File: config.mk
export PLATFORM = sky130hd
export DESIGN_NAME = change_dispenser
export DESIGN_NICKNAME = d
export VERILOG_FILES = /design/src/rtl/change_dispenser.sv
export SDC_FILE = /design/constraint.sdc
export NUM_CORES = 1
export LEC_CHECK = 0
export BUFFER_PORTS_ARGS = -buffer_cell sky130_fd_sc_hd__buf_4
export CORE_ASPECT_RATIO = 2
export CORE_MARGIN = 5
export CORE_UTILIZATION = 40
export CTS_BUF_LIST = sky130_fd_sc_hd__clkbuf_8
export DETAILED_ROUTE_END_ITERATION = 10
export MAX_ROUTING_LAYER = met4
export PLACE_DENSITY = 0.69
export SLEW_MARGIN = 10
export SYNTH_ARGS = -nofsm -noshare
export SYNTH_HDL_FRONTEND = slang
export SYNTH_SLANG_ARGS = --single-unit
export TNS_END_PERCENT = 30
File: constraint.sdc
create_clock -name clock -period 5.5 [get_ports clock]
set_clock_uncertainty 0.2 [all_clocks]
set_input_delay 1.1 -clock clock [delete_from_list [all_inputs] [get_ports clock]]
set_output_delay 1.1 -clock clock [all_outputs]
set_load 0.03 [all_outputs]
File: src/rtl/change_dispenser.sv
// Change dispenser: ejects the vended item, then coins largest-first, one
// valid/ready handshake per ejection followed by a fixed solenoid recovery gap.
module change_dispenser #(
    parameter int GAP_CYCLES = 2
) (
    input  logic       clock,
    input  logic       reset,
    input  logic       start,
    input  logic       dispense_item,
    input  logic [2:0] item_dispensed,
    input  logic [4:0] change_nickels,
    input  logic [3:0] change_dimes,
    input  logic [1:0] change_quarters,
    input  logic       change_dollar,
    output logic       item_valid,
    output logic [2:0] item_code,
    input  logic       item_ready,
    output logic       coin_valid,
    output logic [1:0] coin_type,
    input  logic       coin_ready,
    output logic       busy,
    output logic       done,
    output logic [8:0] value_out
);

    typedef enum logic [2:0] {
        S_IDLE,
        S_ITEM,
        S_SEL,
        S_COIN,
        S_GAP,
        S_DONE
    } state_e;

    typedef enum logic [1:0] {
        COIN_NICKEL  = 2'b00,
        COIN_DIME    = 2'b01,
        COIN_QUARTER = 2'b10,
        COIN_DOLLAR  = 2'b11
    } coin_e;

    // The gap counter is loaded with GAP_CYCLES-1 so GAP lasts exactly GAP_CYCLES cycles.
    localparam logic [3:0] GAP_LOAD   = 4'((GAP_CYCLES > 0) ? GAP_CYCLES - 1 : 0);
    localparam state_e     AFTER_EJECT = (GAP_CYCLES == 0) ? S_SEL : S_GAP;

    state_e     state_q, state_d;
    logic [2:0] item_code_q, item_code_d;
    logic [4:0] nickels_q, nickels_d;
    logic [3:0] dimes_q, dimes_d;
    logic [1:0] quarters_q, quarters_d;
    logic       dollar_q, dollar_d;
    coin_e      coin_type_q, coin_type_d;
    logic [8:0] value_q, value_d;
    logic [3:0] gap_cnt_q, gap_cnt_d;

    // NOTE: state registers use non-blocking assignments so every flop samples pre-edge values.
    always_ff @(posedge clock or posedge reset) begin
        if (reset) begin
            state_q     <= S_IDLE;
            item_code_q <= '0;
            nickels_q   <= '0;
            dimes_q     <= '0;
            quarters_q  <= '0;
            dollar_q    <= 1'b0;
            coin_type_q <= COIN_NICKEL;
            value_q     <= '0;
            gap_cnt_q   <= '0;
        end else begin
            state_q     <= state_d;
            item_code_q <= item_code_d;
            nickels_q   <= nickels_d;
            dimes_q     <= dimes_d;
            quarters_q  <= quarters_d;
            dollar_q    <= dollar_d;
            coin_type_q <= coin_type_d;
            value_q     <= value_d;
            gap_cnt_q   <= gap_cnt_d;
        end
    end

    // NOTE: every next-state signal is defaulted to its register first, so no latch is inferred.
    always_comb begin
        state_d     = state_q;
        item_code_d = item_code_q;
        nickels_d   = nickels_q;
        dimes_d     = dimes_q;
        quarters_d  = quarters_q;
        dollar_d    = dollar_q;
        coin_type_d = coin_type_q;
        value_d     = value_q;
        gap_cnt_d   = gap_cnt_q;

        unique case (state_q)
            S_IDLE: begin
                if (start) begin
                    item_code_d = item_dispensed;
                    nickels_d   = change_nickels;
                    dimes_d     = change_dimes;
                    quarters_d  = change_quarters;
                    dollar_d    = change_dollar;
                    value_d     = '0;
                    state_d     = dispense_item ? S_ITEM : S_SEL;
                end
            end
            S_ITEM: begin
                if (item_ready) begin
                    gap_cnt_d = GAP_LOAD;
                    state_d   = AFTER_EJECT;
                end
            end
            S_SEL: begin
                state_d = S_COIN;
                if (dollar_q) begin
                    coin_type_d = COIN_DOLLAR;
                end else if (quarters_q != '0) begin
                    coin_type_d = COIN_QUARTER;
                end else if (dimes_q != '0) begin
                    coin_type_d = COIN_DIME;
                end else if (nickels_q != '0) begin
                    coin_type_d = COIN_NICKEL;
                end else begin
                    state_d = S_DONE;
                end
            end
            S_COIN: begin
                if (coin_ready) begin
                    unique case (coin_type_q)
                        COIN_DOLLAR: begin
                            dollar_d = 1'b0;
                            value_d  = value_q + 9'd100;
                        end
                        COIN_QUARTER: begin
                            quarters_d = quarters_q - 2'd1;
                            value_d    = value_q + 9'd25;
                        end
                        COIN_DIME: begin
                            dimes_d = dimes_q - 4'd1;
                            value_d = value_q + 9'd10;
                        end
                        COIN_NICKEL: begin
                            nickels_d = nickels_q - 5'd1;
                            value_d   = value_q + 9'd5;
                        end
                    endcase
                    gap_cnt_d = GAP_LOAD;
                    state_d   = AFTER_EJECT;
                end
            end
            S_GAP: begin
                if (gap_cnt_q == '0) begin
                    state_d = S_SEL;
                end else begin
                    gap_cnt_d = gap_cnt_q - 4'd1;
                end
            end
            S_DONE: begin
                state_d = S_IDLE;
            end
            default: begin
                state_d = S_IDLE;
            end
        endcase
    end

    // Valids decode the registered state only, never the ready inputs.
    assign item_valid = (state_q == S_ITEM);
    assign coin_valid = (state_q == S_COIN);
    assign item_code  = item_code_q;
    assign coin_type  = coin_type_q;
    assign busy       = (state_q != S_IDLE) && (state_q != S_DONE);
    assign done       = (state_q == S_DONE);
    assign value_out  = value_q;

endmodule

==> flow_summary.toml <==
[run_status]
status = "completed"

[power_and_ir_drop]
power_per_cell_area_mw_per_mm2 = 575
static_leakage_nw = 1.32
vdd_drop_max_uv = 345

[drt]
drt_pass1_iterations = 5
via_per_inst = 5.82
drcViolationCount = 0
detailedRoute.firstIterationViolations = 155
ant_nets = 0
routedWlPerCell_um = 16.4
wl_mm = 6.96
detailroute.via_count = 2472

[cells_and_area]
antenna_cells_inserted = 0
growth_of_design_area_from_synthesis_to_finish_pct = 15.3
post_layout_net_count = 376
finish.utilization_pct = 47.6
design_area_final_mm2 = 0.00300
share_of_cells_above_drive_strength_1_pct = 17.1

[placed_design]
place_hpwl_mm = 5.17
port-buffer-count = 38
place_congestion = 0.936
pre_cts_slack_ps = 2160
place_area_mm2 = 0.00292

[grt]
gr-usage-all-layers_pct = 18.7
antenna_found_initial = 0
grt_pass1_wl_mm = 11.4
grt_start_max_net_pins = 34
first_global_vias = 2424
global_route.overflow_total = 0

[clock_network]
cts_num_sinks = 33
buffer_cell_driving_the_clock_tree_root = "sky130_fd_sc_hd__clkbuf_8"
clk_pin_slew_ps = 80
tritoncts.num_buffers = 5
worstSkewPairLatency_ps = 300
cts_tree = "done"
max-clock-path-buffers = 2
post_cts_setup_bufs = 0
cts_resized = 0
cts_hold_buffers = 0
htree_levels = 2

[timing]
hold_viol = 0
fmax_mhz = 272
hold_slack_ps = 309
tightest_slew_ps = 725
rsz0062_at_grt = "false"
setup_ws_ps = 1820
layout_min_cycle_time_ps = 3680
final.period_utilization_pct = 66.8
worst_slew_margin_rel_pct = 51.5
setup_violations = 0
final_max_slew_viol_count = 0
setup-tns-final_ps = 0

[critical_path]
startpoint_type = "flip-flop"
critical_path.max_fanout = 23
cell_type_of_the_slowest_stage_on_the_worst_timing_path = "sky130_fd_sc_hd__dfrtp_1"
critical-path-max-stage-delay_ps = 600
worstPathRequired_ps = 4200
timing.critical_path.cells = "nor2b_1, nand2_1, inv_1, buf_4"
timing.critical_path.to_type = "primary output"
critical_path.top_delay_family = "simple AND/OR/NAND/NOR gates"
crit_arrival_ps = 2380
crit_type = "reg2out"
worstPathBufferInverterCount = 2
regToRegSetupSlack_ps = 2650

[synth]
syn_nets = 348
yosys.cell_count.top_type = "sky130_fd_sc_hd__dfrtp_1"
synth.area.top_cells = "sky130_fd_sc_hd__dfrtp_1, sky130_fd_sc_hd__ha_1, sky130_fd_sc_hd__o21ai_0"
seq_area_frac_synth_pct = 31.7
synth-async-reset-ratio_pct = 100
post_synth_top_flop = "sky130_fd_sc_hd__dfrtp_1"
count_of_flip_flops_with_a_built_in_enable_after_synthesis = 0
synth_top_area_share_pct = 31.7
number_of_library_cell_types_mapped_by_synthesis = 64
synthesis.area_per_instance_um2 = 8.40
synth_common_cells = "sky130_fd_sc_hd__dfrtp_1, sky130_fd_sc_hd__o21ai_0, sky130_fd_sc_hd__nor2_1, sky130_fd_sc_hd__a21oi_1, sky130_fd_sc_hd__inv_1"
mappedNetlistArea_mm2 = 0.00260
yosys.area.top_type = "sky130_fd_sc_hd__dfrtp_1"
total_of_flip_flops_plus_latches_after_synthesis = 33
synth_cells = 310
synthesis.yosys.warnings = 0

[run]
max-cap-violations = 0

[floorplan]
die_width_um = 67.1
placeableCoreArea_mm2 = 0.00631
start_util_pct = 41.3
count_of_boundary_i_o_pins = 39
rows = 41
die_h_um = 124
die-area_mm2 = 0.00832

[hold_path]
worstHoldPathType = "reg2reg"
==> path summary, 6_finish.rpt <==
check | startpoint | to | cells after the start
worst max-delay path | state_q[0]$_DFFE_PP0P_ | coin_valid | 4
worst min-delay path | item_code[2]$_DFFE_PP0P_ | item_code[2]$_DFFE_PP0P_ | 1
worst max register to register | coin_type[0]$_DFFE_PP0P_ | value_out[6]$_DFFE_PP0P_ | 9
worst min register to register | item_code[2]$_DFFE_PP0P_ | item_code[2]$_DFFE_PP0P_ | 1
max in group asynchronous | reset | gap_cnt_q[0]$_DFFE_PP0P_ | 3
min in group asynchronous | reset | value_out[5]$_DFFE_PP0P_ | 3
==> sequential cells by signal, indices dropped and copies added (netlist names) <==
signal	cells
value_out	9
nickels_q	5
dimes_q	4
gap_cnt_q	4
item_code	3
state_q	3
coin_type	2
quarters_q	2
dollar_q	1
==> cell usage in the layout, fill, tap and decap left out, types with 4 or more instances in the layout <==
cell type,instances
sky130_fd_sc_hd__nand2_1,14
sky130_fd_sc_hd__a22oi_1,5
sky130_fd_sc_hd__a21oi_1,21
sky130_fd_sc_hd__nand2b_1,7
sky130_fd_sc_hd__nand3_1,13
sky130_fd_sc_hd__nor2b_1,5
sky130_fd_sc_hd__o22ai_1,4
sky130_fd_sc_hd__xnor2_1,6
sky130_fd_sc_hd__o31ai_1,6
sky130_fd_sc_hd__a31oi_1,4
sky130_fd_sc_hd__ha_1,17
sky130_fd_sc_hd__nor3_1,9
sky130_fd_sc_hd__a211oi_1,6
sky130_fd_sc_hd__o21ai_0,28
sky130_fd_sc_hd__clkbuf_8,5
sky130_fd_sc_hd__buf_4,39
sky130_fd_sc_hd__nor2_1,25
sky130_fd_sc_hd__xor2_1,4
sky130_fd_sc_hd__inv_1,22
sky130_fd_sc_hd__dfrtp_1,33
==> report_power, final <==
| group | internal, mW | leakage, nW | total [mW] | switching, mW |
|---|---|---|---|---|
| combinational | 0.405 | 0.864 | 1.02 | 0.617 |
| clock | 0.0858 | 0.0491 | 0.179 | 0.0931 |
| sequential | 0.348 | 0.411 | 0.524 | 0.176 |
==> cells by family (layout without fill, tap and decap cells) <==
| kind of cell | count (synthesis) | in the layout | share of synthesized area, % |
|---|---|---|---|
| buf+inv | 39 | 68 | 6.30 |
| compound gates | 109 | 109 | 28.8 |
| mux | 6 | 6 | 2.45 |
| flops | 33 | 33 | 31.7 |
| simple gates | 96 | 96 | 19.2 |
| xor+xnor | 10 | 10 | 3.36 |
| fa+ha+maj | 17 | 17 | 8.17 |
==> layer usage <==
layer / GRT usage (%) / routed length, um / up-vias / share of wire, %
met5: - / 0 / - / 0
met2: 33.1 / 3790 / 62 / 54
met3: 3.25 / 255 / 23 / 3.7
met1: 18.2 / 2590 / 1182 / 37
li1: - / - / 1205 / -
met4: 11.6 / 325 / 0 / 4.7
==> stage by stage <==
stage	total power, mW	std cells
after global placement	1.52	417
after floorplan	1.27	310
after CTS	1.73	425
after detailed placement	1.54	417
final	1.72	425
after global routing	1.87	425
==> area by class of cell <==
class / count / area [um^2]
clock inverters: 3 / 13.8
multi-input cells: 238 / 1610
clock buffers: 5 / 68.8
flip-flops and latches: 33 / 826
fillers: 651 / 3310
well taps: 86 / 108
inverters: 21 / 78.8
repair buffers: 39 / 293
Power figures use the tool's default switching activity.
